[config.mk]
export PLATFORM = sky130hd
export DESIGN_NAME = multiplexador_perifericos
export DESIGN_NICKNAME = d
export VERILOG_FILES = /design/src/rtl/multiplexador_perifericos.sv
export SDC_FILE = /design/constraint.sdc
export NUM_CORES = 1
export LEC_CHECK = 0
export CELL_PAD_IN_SITES_DETAIL_PLACEMENT = 0
export CELL_PAD_IN_SITES_GLOBAL_PLACEMENT = 1
export CORE_MARGIN = 2
export CORE_UTILIZATION = 25
export DETAILED_ROUTE_END_ITERATION = 12
export PLACE_DENSITY = 0.85
export SLEW_MARGIN = 5
export SYNTH_ARGS = -nofsm -noshare
export SYNTH_HDL_FRONTEND = slang
export SYNTH_SLANG_ARGS = --single-unit
[constraint.sdc]
create_clock -name clock -period 1.85 [get_ports clock]
set_clock_uncertainty 0.05 [all_clocks]
set_input_delay 0.2775 -clock clock [delete_from_list [all_inputs] [get_ports clock]]
set_output_delay 0.2775 -clock clock [all_outputs]
set_load 0.02 [all_outputs]
[src/rtl/multiplexador_perifericos.sv]
// ---------------------------------------------------------------------------
// multiplexador_perifericos
//
// Multiplexes CHANNELS peripheral read sources, plus one default source, onto
// a single registered output. A two-state FSM (IDLE/HOLD) handles the transfer:
//   IDLE : out follows 'other' each cycle. When any req is set, one channel
//          is picked and its data is captured into out. The FSM moves to HOLD.
//   HOLD : out/grant/valid stay frozen until the consumer asserts ready.
//          That completes the transfer, bumps count and returns to IDLE.
//
// Optional feature (macro ROUND_ROBIN_EN):
//   defined   - round-robin arbitration. A pointer sets the first index
//               searched and moves to just past the channel last served.
//   undefined - fixed priority. The lowest-index asserted req wins.
//
// Ports:
//   clock  - single clock, rising edge
//   reset  - asynchronous, active-high
//   req    - per-channel read requests (bit i = channel i)
//   data   - per-channel read data, channel i at [i*WIDTH +: WIDTH]
//   other  - default source shown while idle
//   ready  - consumer acceptance strobe (only meaningful in HOLD)
//   out    - registered selected data
//   valid  - out holds a granted channel's data
//   grant  - one-hot channel being served, or zero
//   count  - completed transfers, wraps at 16 bits
// ---------------------------------------------------------------------------
module multiplexador_perifericos #(
    parameter int WIDTH    = 32,
    parameter int CHANNELS = 4
) (
    input  logic                      clock,
    input  logic                      reset,
    input  logic [CHANNELS-1:0]       req,
    input  logic [CHANNELS*WIDTH-1:0] data,
    input  logic [WIDTH-1:0]          other,
    input  logic                      ready,
    output logic [WIDTH-1:0]          out,
    output logic                      valid,
    output logic [CHANNELS-1:0]       grant,
    output logic [15:0]               count
);

    localparam int IDX_W = (CHANNELS > 1) ? $clog2(CHANNELS) : 1;

    typedef enum logic {
        IDLE = 1'b0,
        HOLD = 1'b1
    } state_t;

    state_t              state_reg;
    logic [WIDTH-1:0]    out_reg;
    logic                valid_reg;
    logic [CHANNELS-1:0] grant_reg;
    logic [15:0]         count_reg;

    // Unpack the flat data bus into per-channel words.
    logic [WIDTH-1:0] data_ch [CHANNELS];

    genvar gi;
    generate
        for (gi = 0; gi < CHANNELS; gi++) begin : g_unpack
            assign data_ch[gi] = data[gi*WIDTH +: WIDTH];
        end
    endgenerate

    logic [IDX_W-1:0]    sel_idx;
    logic [CHANNELS-1:0] sel_onehot;

`ifdef ROUND_ROBIN_EN
    logic [IDX_W-1:0] rr_ptr_reg;   // first index searched next time
    logic [IDX_W-1:0] cur_reg;      // channel held in HOLD

    // Walk req starting at the pointer, wrapping modulo CHANNELS.
    always_comb begin
        logic found;
        int   idx;
        found   = 1'b0;
        sel_idx = '0;
        idx     = 0;
        for (int k = 0; k < CHANNELS; k++) begin
            idx = (int'(rr_ptr_reg) + k) % CHANNELS;
            if (!found && req[idx]) begin
                found   = 1'b1;
                sel_idx = IDX_W'(idx);
            end
        end
    end
`else
    // Fixed priority: the lowest asserted index wins.
    always_comb begin
        logic found;
        found   = 1'b0;
        sel_idx = '0;
        for (int i = 0; i < CHANNELS; i++) begin
            if (!found && req[i]) begin
                found   = 1'b1;
                sel_idx = IDX_W'(i);
            end
        end
    end
`endif

    assign sel_onehot = CHANNELS'(1) << sel_idx;

    always_ff @(posedge clock or posedge reset) begin
        if (reset) begin
            state_reg  <= IDLE;
            out_reg    <= '0;
            valid_reg  <= 1'b0;
            grant_reg  <= '0;
            count_reg  <= '0;
`ifdef ROUND_ROBIN_EN
            rr_ptr_reg <= '0;
            cur_reg    <= '0;
`endif
        end else begin
            case (state_reg)
                IDLE: begin
                    if (|req) begin
                        state_reg <= HOLD;
                        out_reg   <= data_ch[sel_idx];
                        grant_reg <= sel_onehot;
                        valid_reg <= 1'b1;
`ifdef ROUND_ROBIN_EN
                        cur_reg   <= sel_idx;
`endif
                    end else begin
                        out_reg   <= other;
                        grant_reg <= '0;
                        valid_reg <= 1'b0;
                    end
                end
                HOLD: begin
                    // Everything stays frozen until the consumer accepts.
                    // New requests wait for the IDLE cycle that follows.
                    if (ready) begin
                        state_reg <= IDLE;
                        out_reg   <= other;
                        grant_reg <= '0;
                        valid_reg <= 1'b0;
                        count_reg <= count_reg + 16'd1;
`ifdef ROUND_ROBIN_EN
                        rr_ptr_reg <= (cur_reg == IDX_W'(CHANNELS - 1)) ? '0
                                                                        : cur_reg + 1'b1;
`endif
                    end
                end
                default: state_reg <= IDLE;
            endcase
        end
    end

    assign out   = out_reg;
    assign valid = valid_reg;
    assign grant = grant_reg;
    assign count = count_reg;

endmodule
==> results of run 1 <==
[cells in the final DEF, fill, tap and decap left out, types with 3 or more instances in the layout]
cell and instances:
clkdlybuf4s50_1 217, dfrtp_1 54, a22oi_1 35, and2_1 32, a221o_1 32, a222oi_1 29
buf_4 27, o21ai_0 23, nand2_1 13, xnor2_1 10, o21ai_1 7, nor2_1 6
nand3_1 6, inv_1 5, xor2_1 5, clkbuf_16 5, buf_12 5, nor2b_2 3
o22ai_1 3, o211ai_1 3
[cells by family (layout without fill, tap and decap cells)]
family,Yosys count,after routing,share of synthesized area (%)
AOI/OAI and AO/OA,134,134,34.0
and+or+nand+nor,75,75,13.3
DFF,54,54,42.5
muxes,1,1,0.354
other,0,1,0
buffers and inverters,38,265,5.27
xor gates and xnor gates,15,15,4.13
adders and majority gates,1,1,0.393
[repair_timing]
action / in CTS / in global routing
gates resized for setup: 1 / 4
pin swaps: 0 / 0
endpoints found under the hold margin: 0 / 0
setup buffers: 0 / 0
endpoints found under the setup margin: 3 / 7
hold buffers: 0 / 0
[layer usage]
layer | vias to the layer above | share of wire (%) | wire length [um] | GRT usage, %
li1 | 1723 | - | - | -
met4 | 0 | 2.5 | 344 | 7.14
met1 | 1821 | 37 | 5060 | 22.2
met5 | - | 0 | 0 | 0
met3 | 25 | 8.1 | 1100 | 4.69
met2 | 208 | 52 | 7070 | 34.1
[power groups by stage]
| stage | clock [W] | combinational [W] | sequential (W) |
|---|---|---|---|
| detailed placement | 0 | 0.00339 | 0.00198 |
| global placement | 0 | 0.00334 | 0.00196 |
| finish | 0.00109 | 0.00337 | 0.00196 |
| global route | 0.00116 | 0.00358 | 0.00202 |
| floorplan | 0 | 0.00107 | 0.00246 |
| CTS | 0.00111 | 0.00340 | 0.00196 |
[per-stage QoR]
| stage | util (%) | cells | TNS, ps |
|---|---|---|---|
| final | 47.5 | 718 | 0 |
| after global routing | 47.5 | 718 | 0 |
| after CTS | 47.5 | 717 | 0 |
| after detailed placement | 46.1 | 709 | -10240 |
| after global placement | 46.1 | 709 | -9210 |
| after floorplan | - | 318 | 0 |
[worst max-delay path, delay by kind of cell]
kind	cells	cell delay, ps
AOI/OAI and AO/OA	3	800
buffers and inverters	2	760
and+or+nand+nor	1	80
[layout make-up]
class                           instances  area share, %
Antenna cell                            1         0.0421
Clock buffer                            5           2.10
Clock inverter                          3          0.758
Inverter                                6          0.379
Multi-Input combinational cell        226           28.4
Sequential cell                        54           22.7
Tap cell                              172           3.62
Timing Repair Buffer                  251           42.0
[final timing paths]
| check | end | slack, ps | depth (start not counted) |
|---|---|---|---|
| setup / recovery | out[22] | 60 | 6 |
| hold / removal | out[31] | 300 | 3 |
| setup reg to reg | count[15] | 170 | 4 |
| hold reg to reg | valid | 430 | 1 |
| max in group asynchronous | out[28] | 1200 | 3 |
| min in group clock | valid | 430 | 1 |
==> impl_metrics.py, run 1 <==
metrics = {
    "outcome": {
        "status": "finished, final reports clean",
    },
    "pwr": {
        "switching_share_pct": 36.8,
        "pwr-share-comb_pct": 52.5,
        "power.switching_w": 0.00236,
        "p_leak_nw": 2.32,
        "seqPwrFrac_pct": 30.5,
        "p_total_w": 0.00641,
        "ir_worst_vdd_mv": 0.459,
        "p_per_area_nw_per_um2": 1080,
        "intPower_w": 0.00405,
        "p_clk_share_pct": 16.9,
    },
    "synth": {
        "syn-num-nets": 486,
        "yosysUniqueCellTypes": 34,
        "netlist_top_cells_count": "dfrtp_1, a22oi_1, a221o_1, and2_1, a222oi_1",
        "netlist_instances": 318,
        "ys_ff_latch": 54,
        "syn_area_sq_um": 3180,
        "synth_area_leaders": "dfrtp_1, a221o_1, a222oi_1, a22oi_1, and2_1",
        "synth.most_common_cell": "dfrtp_1",
        "yosysWarnings": 0,
        "synth_edf_count": 0,
        "yosysSeqAreaShare_pct": 42.5,
        "syn_area_per_cell_sq_um": 10.0,
        "async_flop_share_pct": 100,
        "synth_top_flop_cell": "dfrtp_1",
        "synth_area_leader_cell": "dfrtp_1",
        "yosysTopAreaCellShare_pct": 42.5,
    },
    "critical_path": {
        "path_cells": "clkdlybuf4s50_1 > nor4b_4 > buf_4 > a222oi_1 > o21ai_0 > a221o_1",
        "startpoint": "req[2]",
        "crit_path_start_kind": "input pin",
        "cp-end-kind": "flip-flop",
        "crit_fanout": 13,
        "arrival_ps": 1920,
        "cp_slowest_cell": "clkdlybuf4s50_1",
        "critPathMaxStageDelay_ps": 560,
        "worstPathRequired_ps": 1980,
        "rr_startpoint": "count[2]",
        "worstSetupPathType": "input pin to flip-flop",
    },
    "floorplanning": {
        "initial_core_util_pct": 25.4,
        "fp.coreArea_sq_um": 12500,
        "die_width_um": 117,
        "row_count": 41,
        "die_h_um": 117,
        "die_area_sq_um": 13600,
        "boundaryPins": 220,
    },
    "clock_network": {
        "path_clk_slew_ps": 70,
        "clock_latency_ps": 290,
        "cts_buffers": 5,
        "clk_path_buf_depth": 2,
        "cts_tree": "built",
        "root_buffer": "clkbuf_16",
        "cts_sinks": 54,
        "h-tree-depth": 2,
    },
    "final_layout": {
        "nFillCells": 1200,
        "drive_gt1_share_pct": 9.54,
        "largest_reg_flops": 32,
        "multi_input_area_sq_um": 1690,
        "area_delta_synth_final_pct": 87.0,
        "design_area_sq_um": 5940,
        "nets": 712,
        "seq_area_sq_um": 1350,
    },
    "global_routing": {
        "antenna_found_initial": 1,
        "grt_max_degree": 55,
        "gr-total-overflow": 0,
        "grt_usage_pct": 19.1,
        "grt_pass1_wl_um": 20000,
        "grt_pass1_vias": 3827,
    },
    "sta": {
        "relSlewSlack_pct": 79.9,
        "tightest_slew_ps": 300,
        "slew_violations": 0,
        "period_minus_slack_ps": 1790,
        "setup_slack_ps": 57.2,
        "fin_crit_sh_pct": 96.9,
        "hold_ws_ps": 304,
        "fmax_ghz": 0.558,
        "finalHoldViolCount": 0,
        "setup_viol": 0,
        "rsz0062_at_grt": "false",
    },
    "hold_path": {
        "holdCritPathClass": "input pin to async pin",
    },
    "routing": {
        "wl_um": 13600,
        "drt-pass1-iter-count": 7,
        "drc": 0,
        "vias_per_cell": 5.26,
        "avgRoutedWirePerCell_um": 18.9,
        "drtIter0Drc": 276,
        "drtAntennaViolNets": 0,
        "vias": 3777,
    },
    "placed_design": {
        "finalWeightedCongestion": 0.818,
        "place_ws_ps": -326,
        "io_buffers": 219,
        "dpl_cell_area_sq_um": 5770,
        "hpwlAfterDp_um": 10600,
    },
    "run": {
        "maxCapViolCount": 0,
    },
}
(Power assumes the default switching activity.)
==> inputs of run 2 (changes only) <==
==> constraint.sdc (replaced) <==
create_clock -name clock -period 1.65 [get_ports clock]
set_clock_uncertainty 0.05 [all_clocks]
set_input_delay 0.2475 -clock clock [delete_from_list [all_inputs] [get_ports clock]]
set_output_delay 0.2475 -clock clock [all_outputs]
set_load 0.02 [all_outputs]
==> run 2 against run 1 <==
Effect of this change: wire length grew 1.1%; sequential share of layout area fell by 0.45 points; global-route usage up 0.085 points; total power rose by 12%; clock power about the same; critical endpoint is now out[13].
==> impl_metrics.py, run 2 (same netlist as run 1, synthesis figures left out) <==
metrics = {
    "critical_path": {
        "critical_path.top_delay_family": "compound AO/OA/AOI/OAI gates",
        "critPathMaxStageDelay_ps": 340,
        "arrival_ps": 1760,
        "r2r_setup_slack_ps": 100,
        "worstSetupPathType": "input pin to flip-flop",
        "worstPathRequired_ps": 1780,
        "path_buf_inv": 3,
        "cp-end-kind": "flip-flop",
        "rr_worst_depth": 4,
        "rr_endpoint": "count[13]",
        "crit_path_start_kind": "input pin",
        "crit_fanout": 8,
        "path_cells": "dlygate4sd2_1 > buf_6 > nor4b_4 > bufbuf_16 > a222oi_1 > o21ai_0 > a221o_1",
        "cp_slowest_cell": "a222oi_1",
        "rr_startpoint": "count[1]",
    },
    "clock_network": {
        "path_clk_slew_ps": 70,
        "cts_tree": "built",
        "root_buffer": "clkbuf_16",
        "cts_buffers": 5,
        "cts-hold-fix-buffers": 0,
        "clock_latency_ps": 280,
        "cts_sinks": 54,
        "h-tree-depth": 2,
        "clk_path_buf_depth": 2,
    },
    "sta": {
        "slew_violations": 0,
        "fin_crit_sh_pct": 99.1,
        "relSlewSlack_pct": 52.9,
        "setup_viol": 0,
        "rsz0062_at_grt": "true",
        "finalSetupTns_ps": 0,
        "period_minus_slack_ps": 1640,
        "hold_ws_ps": 263,
        "tightest_slew_ps": 705,
        "finalHoldViolCount": 0,
        "fmax_ghz": 0.611,
    },
    "pwr": {
        "power.switching_w": 0.00266,
        "p_total_w": 0.00717,
        "pwr-share-comb_pct": 54.9,
        "p_clk_share_pct": 14.9,
        "intPower_w": 0.00451,
        "switching_share_pct": 37.1,
        "seqPwrFrac_pct": 30.2,
        "ir_worst_vdd_mv": 0.523,
        "p_leak_nw": 2.49,
        "p_per_area_nw_per_um2": 1180,
    },
    "final_layout": {
        "final_common_cell": "clkdlybuf4s50_1",
        "largest_reg_flops": 32,
        "drive_gt1_share_pct": 12.0,
        "final_core_util_pct": 48.5,
        "nets": 717,
        "layout_common_cells": "clkdlybuf4s50_1, dfrtp_1, a22oi_1",
        "diodes": 0,
        "area_delta_synth_final_pct": 90.9,
    },
    "floorplanning": {
        "row_count": 41,
        "die_area_sq_um": 13600,
        "die_width_um": 117,
        "die_h_um": 117,
        "boundaryPins": 220,
        "fp.coreArea_sq_um": 12500,
        "initial_core_util_pct": 25.4,
    },
    "hold_path": {
        "holdCritPathClass": "input pin to async pin",
    },
    "routing": {
        "drt-pass1-iter-count": 6,
        "vias_per_cell": 5.23,
        "drtAntennaViolNets": 0,
        "drtIter0Drc": 276,
        "wl_um": 13700,
        "avgRoutedWirePerCell_um": 19.0,
        "drc": 0,
        "vias": 3776,
    },
    "global_routing": {
        "grt_pass1_vias": 3937,
        "antenna_found_initial": 0,
        "grt_usage_pct": 19.2,
        "gr-total-overflow": 0,
        "grt_max_degree": 55,
        "grt_pass1_wl_um": 20200,
    },
    "placed_design": {
        "finalWeightedCongestion": 0.799,
        "io_buffers": 219,
        "hpwlAfterDp_um": 10600,
    },
    "outcome": {
        "status": "finished, final reports clean",
    },
    "run": {
        "maxCapViolCount": 0,
    },
}
run 2: changes by cell type in the layout (fill, tap and decap cells not counted), moves of 5 or more:
cell | previous run | this run
dlygate4sd2_1 | 1 | 7
o21ai_0 | 23 | 12
dlymetal6s2s_1 | 1 | 7
buf_6 | 0 | 5
o21ai_1 | 7 | 18
clkdlybuf4s50_1 | 217 | 203
run 2: what timing repair did:
action	in CTS	in global routing
pin swaps	4	1
endpoints found under the setup margin	42	41
cloned	2	0
hold endpoints to repair	0	0
buffers inserted	2	0
resized for setup	26	23
run 2: cell type report:
cell class,count,area [sq um]
fillers,1193,6450
multi-input cells,226,1730
clock buffers,7,143
clock inverters,1,5.00
repair buffers,256,2600
flip-flops and latches,54,1350
inverters,6,22.5
well taps,172,215
run 2: worst max-delay path by stage:
| stage | start | to | slack, ps | depth (start not counted) |
|---|---|---|---|---|
| 2_1_floorplan | count[3] | count[9] | 30 | 5 |
| 3_3_place_gp | req[2] | out[16] | -770 | 5 |
| 6_report | req[2] | out[13] | 10 | 7 |
| 4_1_cts | count[0] | count[0] | 5 | 1 |
| 5_1_grt | count[1] | count[10] | -8 | 6 |
| 3_5_place_dp | req[2] | out[16] | -840 | 5 |
run 2: tightest hold or removal path, delay by kind of cell:
kind                   cells  cell delay [ps]
buffers and inverters      3              740
run 2: layer usage:
metal  GRT usage, %  vias to the layer above  share of wire, %
met3           3.71                       28               6.6
met2           35.9                      182                54
met5              0                        -                 0
li1               -                     1739                 -
met4           6.20                        0               2.0
met1           21.9                     1827                37
run 2: metrics by stage:
| step | instance area (sq um) | cells | worst slack, ps |
|---|---|---|---|
| after floorplan | 3190 | 318 | 31.2 |
| after global placement | 5790 | 710 | -772 |
| after detailed placement | 5790 | 710 | -837 |
| after CTS | 6040 | 722 | 4.77 |
| after global routing | 6070 | 722 | -8.10 |
| final | 6070 | 722 | 14.6 |
run 2: power by group through the flow:
stage	clock [W]	combinational (W)	sequential, W
CTS	0.00111	0.00395	0.00217
global placement	0	0.00389	0.00217
detailed placement	0	0.00395	0.00218
floorplan	0	0.00120	0.00276
finish	0.00107	0.00393	0.00217
global route	0.00116	0.00419	0.00223
==> inputs of run 3 (changes only) <==
--- a/config.mk
+++ b/config.mk
@@ -8,9 +8,9 @@
 export CELL_PAD_IN_SITES_DETAIL_PLACEMENT = 0
 export CELL_PAD_IN_SITES_GLOBAL_PLACEMENT = 1
 export CORE_MARGIN = 2
-export CORE_UTILIZATION = 25
+export CORE_UTILIZATION = 23
 export DETAILED_ROUTE_END_ITERATION = 12
-export PLACE_DENSITY = 0.85
+export PLACE_DENSITY = 0.83
 export SLEW_MARGIN = 5
 export SYNTH_ARGS = -nofsm -noshare
 export SYNTH_HDL_FRONTEND = slang
==> constraint.sdc (replaced) <==
create_clock -name clock -period 1.3 [get_ports clock]
set_clock_uncertainty 0.05 [all_clocks]
set_input_delay 0.195 -clock clock [delete_from_list [all_inputs] [get_ports clock]]
set_output_delay 0.195 -clock clock [all_outputs]
set_load 0.02 [all_outputs]
==> run 3 against run 2 <==
Effect of this change: the flow now finishes with violations (setup timing); sequential cell count unchanged; first-iteration DRC count increased by 3.3%; non-clock buffer count increased by 43; clock-buffer cell count decreased by 1; core utilization increased by 1.3 points; sequential power increased by 26%; wire length increased by 7.9%; clock power increased by 30%; global-route usage increased by 0.14 points; critical path type is now flip-flop to flip-flop.
==> impl_metrics.py, run 3 (same netlist as run 1, synthesis figures left out) <==
metrics = {
    "floorplanning": {
        "die_area_sq_um": 14800,
        "fp.coreArea_sq_um": 13300,
        "initial_core_util_pct": 23.8,
        "boundaryPins": 220,
        "die_width_um": 122,
        "die_h_um": 122,
        "row_count": 42,
    },
    "sta": {
        "tightest_slew_ps": 326,
        "relSlewSlack_pct": 78.3,
        "hold_ws_ps": 267,
        "setup_viol": 46,
        "fmax_ghz": 0.645,
        "setup_slack_ps": -249,
        "rsz0062_at_grt": "true",
        "period_minus_slack_ps": 1550,
        "finalHoldViolCount": 0,
        "slew_violations": 0,
        "fin_crit_sh_pct": 119,
    },
    "clock_network": {
        "path_clk_slew_ps": 70,
        "clk_path_buf_depth": 2,
        "cts_tree": "built",
        "clock_latency_ps": 290,
        "h-tree-depth": 2,
        "cts_buffers": 5,
        "root_buffer": "clkbuf_16",
        "cts_sinks": 54,
    },
    "routing": {
        "vias_per_cell": 5.11,
        "drtIter0Drc": 285,
        "vias": 3927,
        "drt-pass1-iter-count": 7,
        "wl_um": 14800,
        "avgRoutedWirePerCell_um": 19.3,
        "drtAntennaViolNets": 0,
        "drc": 0,
    },
    "final_layout": {
        "final_core_util_pct": 49.8,
        "nets": 760,
        "area_delta_synth_final_pct": 109,
        "layout_common_cells": "clkdlybuf4s50_1, dfrtp_1, buf_4",
        "diodes": 0,
        "drive_gt1_share_pct": 26.5,
        "final_common_cell": "clkdlybuf4s50_1",
        "nFillCells": 1269,
        "largest_reg_flops": 32,
    },
    "critical_path": {
        "worstSetupPathType": "flip-flop to flip-flop",
        "crit_path_start_kind": "flip-flop",
        "worstPathRequired_ps": 1420,
        "arrival_ps": 1670,
        "cp-end-kind": "flip-flop",
        "crit_fanout": 15,
    },
    "pwr": {
        "seqPwrFrac_pct": 26.5,
        "power.switching_w": 0.00390,
        "pwr-share-comb_pct": 60.1,
        "intPower_w": 0.00641,
        "p_per_area_nw_per_um2": 1550,
        "switching_share_pct": 37.9,
        "p_leak_nw": 2.80,
        "p_clk_share_pct": 13.4,
        "ir_worst_vdd_mv": 0.562,
    },
    "global_routing": {
        "grt_max_degree": 29,
        "grt_usage_pct": 19.3,
        "antenna_found_initial": 0,
        "gr-total-overflow": 0,
        "grt_pass1_vias": 4153,
        "grt_pass1_wl_um": 21600,
    },
    "placed_design": {
        "io_buffers": 219,
        "hpwlAfterDp_um": 10800,
        "finalWeightedCongestion": 0.896,
    },
    "outcome": {
        "status": "complete, but fails checks",
        "violations": "setup timing",
    },
    "hold_path": {
        "holdCritPathClass": "input pin to async pin",
    },
    "run": {
        "maxCapViolCount": 0,
    },
}
==> run 3: changes by cell type in the layout (fill, tap and decap cells not counted), sizes merged, moves of 5 or more <==
cell | before | now
buf | 35 | 85
clkdlybuf4s50 | 203 | 161
dlygate4sd2 | 7 | 40
dlymetal6s2s | 7 | 0
clkbuf | 9 | 14
clkdlybuf4s15 | 0 | 5
==> run 3: final timing paths <==
| kind | end | slack [ps] | cells after the start | startpoint |
|---|---|---|---|---|
| setup / recovery | out[29] | -250 | 6 | state_reg |
| hold / removal | count[13] | 270 | 3 | reset |
| setup reg to reg | out[29] | -250 | 6 | state_reg |
| hold reg to reg | count[15] | 420 | 1 | count[15] |
| max in group asynchronous | count[6] | 760 | 3 | reset |
| min in group clock | grant[2] | 350 | 3 | ready |
==> run 3: layout make-up <==
class,instances,area (sq um),share of cell area [%]
timing repair buffer,299,3040,45.8
multi-input combinational,226,1850,27.8
sequential,54,1360,20.5
tap,176,220,3.31
clock buffer,6,139,2.09
inverter,6,26.3,0.395
clock inverter,2,12.5,0.188
==> run 3: stage by stage <==
step	area, sq um	cells	total power (W)	TNS (ps)	setup slack, ps
floorplan	3280	318	0.00521	-7270	-263
global placement	6120	740	0.00798	-31480	-799
detailed placement	6120	740	0.00806	-32370	-840
CTS	6590	764	0.0102	-8430	-256
global route	6650	769	0.0109	-11300	-304
finish	6650	769	0.0103	-8450	-249
==> run 3: layer usage <==
layer	share of wire, %	track usage, %	up-vias
li1	-	-	1823
met1	37	21.4	1868
met2	52	36.2	208
met3	7.7	3.98	28
met4	3.1	7.33	0
met5	0	0	-
==> run 3: what timing repair did <==
item / CTS / global route
setup endpoints to repair: 99 / 55
endpoints found under the hold margin: 0 / 0
buffers inserted: 11 / 6
hold buffers: 0 / 0
resized for setup: 155 / 23
pin swaps: 48 / 7
gates cloned: 5 / 1
==> run 3: worst max-delay path, cell delays in order, from the launching register on <==
cell and delay [ps]:
dfrtp_1 390, buf_6 120, buf_6 110, a21oi_4 140, nor2_4 90, buf_12 160
a221o_1 360
==> run 3: power by group through the flow <==
stage,Combinational [W],Sequential [W],Clock [W]
after CTS,0.00602,0.00273,0.00144
after global routing,0.00654,0.00282,0.00149
final,0.00620,0.00273,0.00139
after detailed placement,0.00533,0.00273,0
after global placement,0.00526,0.00272,0
after floorplan,0.00168,0.00354,0
